File: config.mk
export PLATFORM = sky130hd
export DESIGN_NAME = rf_write_arbiter_flat
export DESIGN_NICKNAME = d
export VERILOG_FILES = /design/src/rtl/rf_arb_pkg.sv /design/src/rtl/rf_write_arbiter_if.sv /design/src/rtl/rf_write_arbiter_rr_arb2.sv /design/src/rtl/rf_write_arbiter.sv /design/src/flat_wrapper.sv
export SDC_FILE = /design/constraint.sdc
export NUM_CORES = 1
export LEC_CHECK = 0
export ABC_AREA = 1
export BUFFER_PORTS_ARGS = -buffer_cell sky130_fd_sc_hd__clkbuf_2
export CAP_MARGIN = 20
export CORE_MARGIN = 3
export CORE_UTILIZATION = 40
export DETAILED_ROUTE_END_ITERATION = 16
export PLACE_DENSITY = 0.76
export SYNTH_ARGS = -nofsm -noshare
export SYNTH_HDL_FRONTEND = slang
export SYNTH_HIERARCHICAL = 1
export SYNTH_SLANG_ARGS = --single-unit
export TNS_END_PERCENT = 20
File: constraint.sdc
create_clock -name clk -period 1.08 [get_ports clk]
set_input_delay 0.162 -clock clk [delete_from_list [all_inputs] [get_ports clk]]
set_output_delay 0.162 -clock clk [all_outputs]
set_load 0.02 [all_outputs]
File: src/rtl/rf_arb_pkg.sv
// Shared constants for the register-file write arbiter: default widths and
// requester indices used to address the grant vector.
package rf_arb_pkg;
  localparam int DEF_DATA_W = 8;
  localparam int DEF_ADDR_W = 3;
  localparam int REQ_ALU    = 0;
  localparam int REQ_LD     = 1;
endpackage

File: src/rtl/rf_write_arbiter_if.sv
// Requester/stall/register-file bundle between the writeback sources and the arbiter.
interface rf_write_arbiter_if
  import rf_arb_pkg::*;
#(
  parameter int DATA_W = DEF_DATA_W,
  parameter int ADDR_W = DEF_ADDR_W
);
  logic              req0, gnt0, req1, gnt1, stall, we;
  logic [ADDR_W-1:0] addr0, addr1, waddr;
  logic [DATA_W-1:0] data0, data1, wdata;
  logic [7:0]        wr_count;

  modport master (
    output req0, addr0, data0, req1, addr1, data1, stall,
    input  gnt0, gnt1, we, waddr, wdata, wr_count
  );
  modport slave (
    input  req0, addr0, data0, req1, addr1, data1, stall,
    output gnt0, gnt1, we, waddr, wdata, wr_count
  );
endinterface

File: src/rtl/rf_write_arbiter_rr_arb2.sv
// Two-way round-robin pick. Grants are combinational; the pointer flips to the
// loser after every grant and holds otherwise (including while stalled).
module rr_arb2 (
  input  logic       clk,
  input  logic       rst,
  input  logic [1:0] req,
  input  logic       stall,
  output logic [1:0] gnt
);
  logic prio;

  always_comb begin
    gnt = '0;
    if (!stall && !rst) begin
      if (&req) gnt[prio] = 1'b1;
      else      gnt = req;
    end
  end

  // gnt[0] set means requester 0 won, so requester 1 is preferred next.
  always_ff @(posedge clk) begin
    if (rst)       prio <= 1'b0;
    else if (|gnt) prio <= gnt[0];
  end
endmodule

File: src/rtl/rf_write_arbiter.sv
// Register-file write arbiter: round-robin between ALU writeback and load unit,
// one registered write per cycle, plus a wrapping count of issued writes.
module rf_write_arbiter
  import rf_arb_pkg::*;
#(
  parameter int DATA_W = DEF_DATA_W,
  parameter int ADDR_W = DEF_ADDR_W
) (
  input logic               clk,
  input logic               rst,
  rf_write_arbiter_if.slave bus
);
  logic [1:0]        gnt;
  logic              we_q;
  logic [ADDR_W-1:0] waddr_q;
  logic [DATA_W-1:0] wdata_q;
  logic [7:0]        cnt_q;

  rr_arb2 u_arb (
    .clk   (clk),
    .rst   (rst),
    .req   ({bus.req1, bus.req0}),
    .stall (bus.stall),
    .gnt   (gnt)
  );

  // Count advances with the grant so it is already updated when we rises.
  always_ff @(posedge clk) begin
    if (rst) begin
      we_q    <= 1'b0;
      waddr_q <= '0;
      wdata_q <= '0;
      cnt_q   <= '0;
    end else begin
      we_q <= |gnt;
      if (|gnt) begin
        waddr_q <= gnt[REQ_LD] ? bus.addr1 : bus.addr0;
        wdata_q <= gnt[REQ_LD] ? bus.data1 : bus.data0;
        cnt_q   <= cnt_q + 8'd1;
      end
    end
  end

  assign bus.gnt0     = gnt[REQ_ALU];
  assign bus.gnt1     = gnt[REQ_LD];
  assign bus.we       = we_q;
  assign bus.waddr    = waddr_q;
  assign bus.wdata    = wdata_q;
  assign bus.wr_count = cnt_q;
endmodule

File: src/flat_wrapper.sv
// flat-port wrapper written by rule: the top's interface ports become plain ports
module rf_write_arbiter_flat import rf_arb_pkg::*;
#(
  parameter int DATA_W = DEF_DATA_W,
  parameter int ADDR_W = DEF_ADDR_W
)
  (clk, rst, bus_req0, bus_addr0, bus_data0, bus_req1, bus_addr1, bus_data1, bus_stall, bus_gnt0, bus_gnt1, bus_we, bus_waddr, bus_wdata, bus_wr_count);
  rf_write_arbiter_if #(.DATA_W(DATA_W), .ADDR_W(ADDR_W)) bus_i ();
  input logic clk;
  input logic rst;
  input wire logic [$bits(bus_i.req0)-1:0] bus_req0;
  input wire logic [$bits(bus_i.addr0)-1:0] bus_addr0;
  input wire logic [$bits(bus_i.data0)-1:0] bus_data0;
  input wire logic [$bits(bus_i.req1)-1:0] bus_req1;
  input wire logic [$bits(bus_i.addr1)-1:0] bus_addr1;
  input wire logic [$bits(bus_i.data1)-1:0] bus_data1;
  input wire logic [$bits(bus_i.stall)-1:0] bus_stall;
  output wire logic [$bits(bus_i.gnt0)-1:0] bus_gnt0;
  output wire logic [$bits(bus_i.gnt1)-1:0] bus_gnt1;
  output wire logic [$bits(bus_i.we)-1:0] bus_we;
  output wire logic [$bits(bus_i.waddr)-1:0] bus_waddr;
  output wire logic [$bits(bus_i.wdata)-1:0] bus_wdata;
  output wire logic [$bits(bus_i.wr_count)-1:0] bus_wr_count;
  assign bus_i.req0 = bus_req0;
  assign bus_i.addr0 = bus_addr0;
  assign bus_i.data0 = bus_data0;
  assign bus_i.req1 = bus_req1;
  assign bus_i.addr1 = bus_addr1;
  assign bus_i.data1 = bus_data1;
  assign bus_i.stall = bus_stall;
  assign bus_gnt0 = bus_i.gnt0;
  assign bus_gnt1 = bus_i.gnt1;
  assign bus_we = bus_i.we;
  assign bus_waddr = bus_i.waddr;
  assign bus_wdata = bus_i.wdata;
  assign bus_wr_count = bus_i.wr_count;
  rf_write_arbiter #(.DATA_W(DATA_W), .ADDR_W(ADDR_W)) u_core (.clk(clk), .rst(rst), .bus(bus_i));
endmodule
======== After elaboration in Yosys (flattened, before gate mapping) ========
Cells that the tools add are included.
word-level totals
  register bits after elaboration ......... 21
  ROM bits ................................ 0
  memories ................................ 0
  latch bits .............................. 0
  bits of input ports ..................... 27
  word-level logic and storage cells ...... 20
  bits in writable memories ............... 0
operators by class
  shifts and indexed selects .............. 0
  bitwise gates (word level) .............. 0
  div/mod/pow operators ................... 0
  reduce and logical (&&, ||, !) cells .... 6
  add/subtract/negate cells ............... 1
  order comparisons ....................... 2
  mux-type cells .......................... 6
  equal/unequal tests ..................... 0
  $mul .................................... 0
operator list
  operator                                                     count
  adder 8 x 1 -> 8 bit (second input constant)                 1
  two-way mux 8 bit                                            1
  two-way mux 2 bit                                            2
  two-way mux 3 bit                                            1
  logical AND 1 bit                                            2
  zero test 1 bit                                              2
  less-than comparator 1 x 2 -> 1 bit (second input constant)  1
  AND reduction 2 bit                                          1
  OR reduction 2 bit                                           1
  demux 1 bit (select 1 bit)                                   1
  >= comparator 1 bit (second input constant)                  1
  two-way mux 1 bit                                            1

======== Logic depth before layout (Yosys ltp) ========
Gate-level depths: netlist of run 1.
  depth in word-level cells ............... 7
  mapped depth ............................ 12

======== Cells and area by module ========
The synthesis of run 1 kept the hierarchy.
by module, submodules not included
  module            area an instance (sq um)  cells each  instances
  rf_write_arbiter  920.9                     137         1
  rr_arb2           72.6                      14          1

======== Least setup slack after synthesis of run 1 ========
Ideal clock, no wire load.
  path kind ............................... register -> register
  start point ............................. register u_core.u_arb.prio
  end point ............................... register u_core.waddr_q[2] (netlist: u_core/bus.waddr[2])
  clock period less this slack ............ 1309 ps
  stages on the path, launching flop included .. 13
  data arrival time ....................... 1253 ps
  path buffers ............................ 1
  slack ................................... -229 ps
  path through ............................ dfxtp_1 -> inv_1 -> nand2_1 -> nand2_1 -> nand2_1 -> inv_1 -> inv_1 -> nor2_1 -> buf_2 -> nand2_1 -> nand3_1 -> nand2_1 -> inv_1
between the ends
  word-level cells in the longest chain between the ends .. 7
  elaborated cells on any way between the ends .. 9
  classes of those cells .................. order compare: 2; mux: 5; reduce/logical: 2
RTL lines
  element                                                                                                  RTL line                        source
  from (decl)                                                                                              rf_write_arbiter_rr_arb2.sv:10  logic prio;
  from (signal assigned)                                                                                   rf_write_arbiter_rr_arb2.sv:23  else if (|gnt) prio <= gnt[0];
  less-than comparator 1 x 2 -> 1 bit (implied by the code) / >= comparator 1 bit (equally long branches)  rf_write_arbiter_rr_arb2.sv:15  if (&req) gnt[prio] = 1'b1;
  logical AND 1 bit (implied by the code)                                                                  rf_write_arbiter_rr_arb2.sv:15
  two-way mux 1 bit (implied by the code)                                                                  rf_write_arbiter_rr_arb2.sv:15
  demux 1 bit (select 1 bit) (*)                                                                           rf_write_arbiter_rr_arb2.sv:15
  two-way mux 2 bit (*)                                                                                    rf_write_arbiter_rr_arb2.sv:15
  two-way mux 2 bit (*)                                                                                    rf_write_arbiter_rr_arb2.sv:14  if (!stall && !rst) begin
  net bus_gnt0                                                                                             flat_wrapper.sv:18              output wire logic [$bits(bus_i.gnt0)-1:0] bus_gnt0;
  OR reduction 2 bit (*)                                                                                   rf_write_arbiter.sv:36          if (|gnt) begin
  to (signal assigned)                                                                                     rf_write_arbiter.sv:37          waddr_q <= gnt[REQ_LD] ? bus.addr1 : bus.addr0;
  to (decl)                                                                                                rf_write_arbiter.sv:15          logic [ADDR_W-1:0] waddr_q;
The timed path passes the listed nets; every way through them passes the cells marked *.
A chain may end at the register's enable or synchronous reset.

======== Worst setup path after layout of run 1 ========
  start point ............................. register u_core.u_arb.prio
  end point ............................... register u_core.cnt_q[6] (netlist: u_core/bus.wr_count[6])
between the ends
  word-level cells in the longest chain between the ends .. 7
  elaborated cells on any way between the ends .. 8
  classes of those cells .................. order compare: 2; mux: 4; reduce/logical: 2
RTL lines
  element                                                                                                  RTL line                        source
  less-than comparator 1 x 2 -> 1 bit (implied by the code) / >= comparator 1 bit (equally long branches)  rf_write_arbiter_rr_arb2.sv:15
  logical AND 1 bit (implied by the code)                                                                  rf_write_arbiter_rr_arb2.sv:15
  two-way mux 1 bit (implied by the code)                                                                  rf_write_arbiter_rr_arb2.sv:15
  demux 1 bit (select 1 bit) (*)                                                                           rf_write_arbiter_rr_arb2.sv:15
  two-way mux 2 bit (*)                                                                                    rf_write_arbiter_rr_arb2.sv:15
  two-way mux 2 bit (*)                                                                                    rf_write_arbiter_rr_arb2.sv:14
  OR reduction 2 bit (*)                                                                                   rf_write_arbiter.sv:36
  to (signal assigned)                                                                                     rf_write_arbiter.sv:39          cnt_q <= cnt_q + 8'd1;
  to (decl)                                                                                                rf_write_arbiter.sv:17          logic [7:0] cnt_q;
Every way passes the cells marked *; elsewhere a longest branch is shown, timed or not.

==> reports/qor.csv, run 1 <==
stage,metric,value,unit
outcome,run_status,finished with violations,
outcome,violations_in_the_final_reports,setup timing,
clock_network,root_buffer_cell,sky130_fd_sc_hd__clkbuf_4,
timing,worst_hold_slack,87.9,ps
die,initial_utilization,43.7,%
die,fp.dieArea,3120,um^2
clock_network,cts_max_level,1,
layout,fill_cells,163,
die,die_height,55.8,um
grt,maximum_number_of_pins_on_one_net_before_global_route_repair,13,
worst_setup_path,worst_path_max_delay_cell,sky130_fd_sc_hd__dfxtp_2,
flow_run,drv_cap,0,
grt,grt_pass1_vias,1083,
yosys,post_synth.cell_area_avg,6.58,um^2
timing,hold_violations,0,
place,dp_worst_setup_slack,-249,ps
layout,layout_commonest_cell,sky130_fd_sc_hd__nand2_1,
clock_network,clk_pin_slew,120,ps
power_and_ir_drop,fin_total_pwr,1.64,mW
route,viasPerCell,4.75,
layout,final_cell_mix,"sky130_fd_sc_hd__nand2_1 (50), sky130_fd_sc_hd__clkbuf_2 (43), sky130_fd_sc_hd__inv_1 (22)",
yosys,postSynthCellCount,151,
route,dr_total_vias,1177,
clock_network,cts.path.max_buffers,2,
yosys,synth.lib_cells_used.distinct,15,
route,ant_nets,0,
worst_setup_path,cp.arrival,1670,ps
worst_setup_path,worst-setup-path-type,register to register,
worst_setup_path,setup.worst_path.end_class,register,
clock_network,clock_sink_count,21,
die,die_x,55.8,um
hold_path,min_path_type,primary input to register,
yosys,mappedNetlistNets,179,
place,io_buffer_count,48,
die,core_area,2280,um^2
yosys,number_of_warning_messages_in_the_yosys_log,6,
worst_setup_path,cpLargestDelayFamily,simple AND/OR/NAND/NOR gates,
worst_setup_path,worst-path-max-fanout,7,
die,pin_count,49,
timing,actual_transition_at_the_worst_max_transition_pin,364,ps
clock_network,tritoncts.num_buffers,3,
layout,area_delta_synth_final,61.7,%
timing,report.final.slew_viol_count,0,
timing,clock.fmax,0.707,GHz
worst_setup_path,timing.critical_path.from_type,register,
die,num_rows,17,
yosys,post-synth-top-area-fraction,42.3,%
timing,final_min_period,1410,ps
yosys,post_synth_main_area_contributors,"sky130_fd_sc_hd__dfxtp_1 (42%), sky130_fd_sc_hd__nand2_1 (22%), sky130_fd_sc_hd__inv_1 (9.4%), sky130_fd_sc_hd__nand3_1 (6.0%), sky130_fd_sc_hd__nor2_1 (4.5%)",
route,first_iter_violations,37,
worst_setup_path,critical_path.max_stage_delay,350,ps
route,drc,0,
worst_setup_path,worstPathRequired,1340,ps
route,drt-pass1-iter-count,4,
yosys,yosysTopAreaCell,sky130_fd_sc_hd__dfxtp_1,
power_and_ir_drop,power.static_leakage,0.883,nW
worst_setup_path,cp.buffers_inverters,4,
timing,fin_worst_skew,5.66,ps
timing,final_critical_path_setup_slack,-334,ps
layout,fraction_of_final_layout_cells_with_drive_strength_greater_than_1,47.3,%
clock_network,clkLatencyLatePin,310,ps
yosys,portion_of_the_post_synthesis_area_used_by_sequential_elements,42.3,%
power_and_ir_drop,p_per_area,1020,nW/um^2
route,detail_route.wl_per_cell,12.1,um
grt,grt_pass1_wl,4.42,mm
worst_setup_path,crit_chain,"inv_2, nand2_2, nand3_2, inv_2, buf_6, nor2_4, buf_12, nor2_4, nand3_2, nand2_1, nand2_1, nor2_1",
place,place.detailed.hpwl,2.01,mm
yosys,postSynthRegisterBits,21,
grt,overflow,0,
grt,antenna_found_initial,0,
layout,num-nets-final,249,
timing,final_min_period_over_clock_period,131,%
place,globalplace.congestion,0.757,
layout,final_core_util,70.6,%
grt,grtUsageTotal,17.3,%
layout,diodes,0,
timing,max_slew_margin,75.7,%
layout,finish.cell_count_without_fillers,248,
timing,rsz0062_at_grt,true,
timing,setup_violations,22,
yosys,syn_area,993,um^2
clock_network,hold_buffers_post_cts,0,
clock_network,tritoncts_clock_tree,done,
route,drt-total-wl,3.01,mm
place,dpl.cell_count,235,
power_and_ir_drop,power.ir.vdd_worst,629,uV
==> state kept, by name, indices dropped and copies added (netlist names) <==
name	flops
u_core/bus.waddr	3
u_core/bus.wdata	8
u_core/bus.we	1
u_core/bus.wr_count	8
u_core/u_arb/prio	1
==> area by class of cell <==
type | count | area (um^2) | share of cell area [%]
sequential | 21 | 434 | 27.0
inverter | 25 | 96.3 | 6.00
timing repair buffer | 69 | 498 | 31.0
clock buffer | 3 | 22.5 | 1.40
multi-input combinational | 101 | 515 | 32.1
clock inverter | 1 | 5.00 | 0.312
tap | 28 | 35.0 | 2.18
==> worst paths after layout <==
path / from / endpoint / slack (ps) / cells past startpoint
max reg2reg: u_core/u_arb/prio / u_core/bus.wr_count[6] / -330 / 12
max: u_core/u_arb/prio / u_core/bus.wr_count[6] / -330 / 12
min: bus_data1[6] / u_core/bus.wdata[6] / 90 / 3
min reg2reg: u_core/bus.wr_count[2] / u_core/bus.wr_count[2] / 470 / 1
==> what timing repair did <==
| action | 4_1_cts | 5_1_grt |
|---|---|---|
| setup endpoints to repair | 27 | 27 |
| cloned | 1 | 1 |
| buffers inserted | 2 | 5 |
| pin swaps | 2 | 10 |
| resized for setup | 17 | 34 |
==> through the flow <==
| stage | instance area [um^2] | setup TNS, ps |
|---|---|---|
| floorplan | 996 | -2040 |
| global placement | 1350 | -2850 |
| detailed placement | 1350 | -4210 |
| CTS | 1440 | -5540 |
| global route | 1610 | -7540 |
| finish | 1610 | -5220 |
==> synthesized netlist by cell type, drive strengths merged <==
cell and n:
nor3 1, nand3 12, ha 1, a21oi 3
nor2 16, dfxtp 21, inv 25, o21ai 2
buf 4, nand2 59, nand4 2, a31oi 5
==> tightest hold or removal path, stage by stage <==
cell and delay, ps:
sky130_fd_sc_hd__clkbuf_2 80, sky130_fd_sc_hd__nand2_1 40, sky130_fd_sc_hd__a31oi_1 70
==> per-layer routing <==
layer | GRT usage (%) | vias up | share of wire (%)
met2 | 29.4 | 51 | 53
li1 | - | 598 | -
met4 | 9.15 | 0 | 1.2
met5 | 0 | - | 0
met1 | 21.3 | 524 | 39
met3 | 2.09 | 4 | 6.8
==> report_power, final <==
part	internal, mW	total (mW)	switching [mW]
Clock	0.138	0.385	0.247
Sequential	0.811	0.835	0.0246
Combinational	0.208	0.415	0.207
==> kinds of logic after synthesis <==
family	synth area share [%]
AOI/OAI and AO/OA	5.67
adders and majority gates	1.26
buffers and inverters	12.1
DFF	42.3
and+or+nand+nor	38.7
No activity file was read; power rests on OpenSTA's default activity.
==> run 2, diff against run 1 <==
--- a/config.mk
+++ b/config.mk
@@ -12,6 +12,7 @@
 export CORE_UTILIZATION = 40
 export DETAILED_ROUTE_END_ITERATION = 16
 export PLACE_DENSITY = 0.76
+export SKIP_CTS_REPAIR_TIMING = 1
 export SYNTH_ARGS = -nofsm -noshare
 export SYNTH_HDL_FRONTEND = slang
 export SYNTH_HIERARCHICAL = 1
==> reports/qor.csv, run 2 (synthesis gave the netlist of run 1 again) <==
stage,metric,value,unit,change
layout,layout_commonest_cell,sky130_fd_sc_hd__nand2_1,,unchanged
grt,antenna_found_initial,0,,unchanged
grt,maximum_number_of_pins_on_one_net_before_global_route_repair,13,,unchanged
die,die_height,55.8,um,unchanged
hold_path,min_path_type,primary input to register,,unchanged
die,num_rows,17,,unchanged
worst_setup_path,rrSetupSlack,-210,ps,was -330 ps
timing,rsz0062_at_grt,true,,unchanged
die,initial_utilization,43.7,%,unchanged
clock_network,tritoncts.num_buffers,3,,unchanged
timing,hold_violations,0,,unchanged
outcome,violations_in_the_final_reports,setup timing,,unchanged
power_and_ir_drop,power.static_leakage,0.834,nW,was 0.883 nW
layout,fraction_of_final_layout_cells_with_drive_strength_greater_than_1,42.1,%,was 47.3%
outcome,run_status,finished with violations,,unchanged
die,fp.dieArea,3120,um^2,unchanged
layout,final_cell_mix,"sky130_fd_sc_hd__nand2_1 (56), sky130_fd_sc_hd__clkbuf_2 (44), sky130_fd_sc_hd__inv_1 (21)",,"was sky130_fd_sc_hd__nand2_1 (50), sky130_fd_sc_hd__clkbuf_2 (43), sky130_fd_sc_hd__inv_1 (22)"
clock_network,tritoncts_clock_tree,done,,unchanged
timing,max_slew_margin,76.5,%,was 75.7%
worst_setup_path,worstPathRequired,920,ps,was 1340 ps
grt,grt_pass1_wl,4.34,mm,was 4.42 mm
flow_run,drv_cap,0,,unchanged
route,detail_route.wl_per_cell,11.3,um,was 12.1 um
route,drc,0,,unchanged
clock_network,clk_pin_slew,120,ps,about the same
place,globalplace.congestion,0.757,,unchanged
worst_setup_path,setup.worst_path.end_class,output pin,,was register
layout,fill_cells,189,,was 163
place,io_buffer_count,48,,unchanged
route,viasPerCell,4.70,,was 4.75
layout,diodes,0,,unchanged
timing,final_min_period,1340,ps,was 1410 ps
layout,multiInputGateArea,483,um^2,was 515 um^2
layout,num-nets-final,245,,was 249
layout,final-seq-area,433,um^2,was 434 um^2
place,place.detailed.hpwl,2.01,mm,unchanged
route,first_iter_violations,34,,was 37
worst_setup_path,worst-setup-path-type,register to output pin,,was register to register
die,pin_count,49,,unchanged
route,dr_total_vias,1148,,"was 1,177"
timing,final_min_period_over_clock_period,124,%,was 131%
worst_setup_path,worst-path-max-fanout,3,,was 7
power_and_ir_drop,p_per_area,1050,nW/um^2,was 1020 nW/um^2
timing,clock.fmax,0.747,GHz,was 0.707 GHz
worst_setup_path,timing.critical_path.from_type,register,,unchanged
layout,area_delta_synth_final,51.5,%,was 61.7%
route,ant_nets,0,,unchanged
power_and_ir_drop,power.ir.vdd_worst,783,uV,was 629 uV
route,drt-pass1-iter-count,4,,unchanged
clock_network,root_buffer_cell,sky130_fd_sc_hd__clkbuf_4,,unchanged
grt,grtUsageTotal,17.0,%,was 17.3%
clock_network,cts_max_level,1,,unchanged
timing,setup_violations,22,,unchanged
timing,fin_worst_skew,2.29,ps,was 5.66 ps
route,drt-total-wl,2.75,mm,was 3.01 mm
grt,overflow,0,,unchanged
grt,grt_pass1_vias,1066,,"was 1,083"
timing,final_critical_path_setup_slack,-258,ps,was -334 ps
timing,worst_hold_slack,93.0,ps,was 87.9 ps
worst_setup_path,cp.arrival,1180,ps,was 1670 ps
timing,actual_transition_at_the_worst_max_transition_pin,352,ps,was 364 ps
die,core_area,2280,um^2,unchanged
clock_network,clkLatencyLatePin,300,ps,was 310 ps
die,die_x,55.8,um,unchanged
layout,final_core_util,66.1,%,was 70.6%
clock_network,cts.path.max_buffers,2,,unchanged
timing,report.final.slew_viol_count,0,,unchanged
clock_network,clock_sink_count,21,,unchanged
==> run 2: worst paths after layout <==
| check | from | end | cells past startpoint |
|---|---|---|---|
| worst max-delay path | u_core/u_arb/prio | bus_gnt0 | 7 |
| worst min-delay path | bus_data0[5] | u_core/bus.wdata[5] | 3 |
| worst max register to register | u_core/u_arb/prio | u_core/bus.wdata[7] | 11 |
| worst min register to register | u_core/bus.wr_count[2] | u_core/bus.wr_count[2] | 1 |
==> run 2: worst max-delay path, stage by stage, from the launching register on <==
cell                      delay, ps
sky130_fd_sc_hd__dfxtp_2        350
sky130_fd_sc_hd__inv_2           40
sky130_fd_sc_hd__nand2_2         70
sky130_fd_sc_hd__nand2_2         70
sky130_fd_sc_hd__nand2_4         70
sky130_fd_sc_hd__inv_4           50
sky130_fd_sc_hd__buf_6          100
sky130_fd_sc_hd__buf_6          120
==> run 2: power by group <==
part / switching (mW) / leakage [nW] / internal, mW
clock network: 0.243 / 0.0177 / 0.138
logic: 0.194 / 0.642 / 0.176
registers: 0.0208 / 0.175 / 0.810
total: 0.458 / 0.834 / 1.12
==> run 2: routing by layer <==
layer  track usage [%]  vias up  routed length (um)
li1                  -      593                   -
met1              20.2      503                1090
met2              29.9       46                1460
met3              2.09        6                 152
met4              8.81        0                  48
met5                 0        -                   0
==> run 2: stage by stage <==
step	total power, mW	instance area [um^2]	setup WS (ps)	cells	setup TNS (ps)
after floorplan	1.01	996	-132	151	-2040
after global placement	1.15	1350	-171	235	-2850
after detailed placement	1.16	1350	-249	235	-4210
after CTS	1.54	1370	-445	239	-5640
after global routing	1.68	1510	-360	244	-6540
final	1.58	1510	-258	244	-4150
==> run 2: cell type report <==
cell class | count | area share [%]
Sequential cell | 21 | 28.8
Multi-Input combinational cell | 101 | 32.1
Inverter | 25 | 6.57
Clock inverter | 1 | 0.333
Tap cell | 28 | 2.33
Timing Repair Buffer | 65 | 28.4
Clock buffer | 3 | 1.50
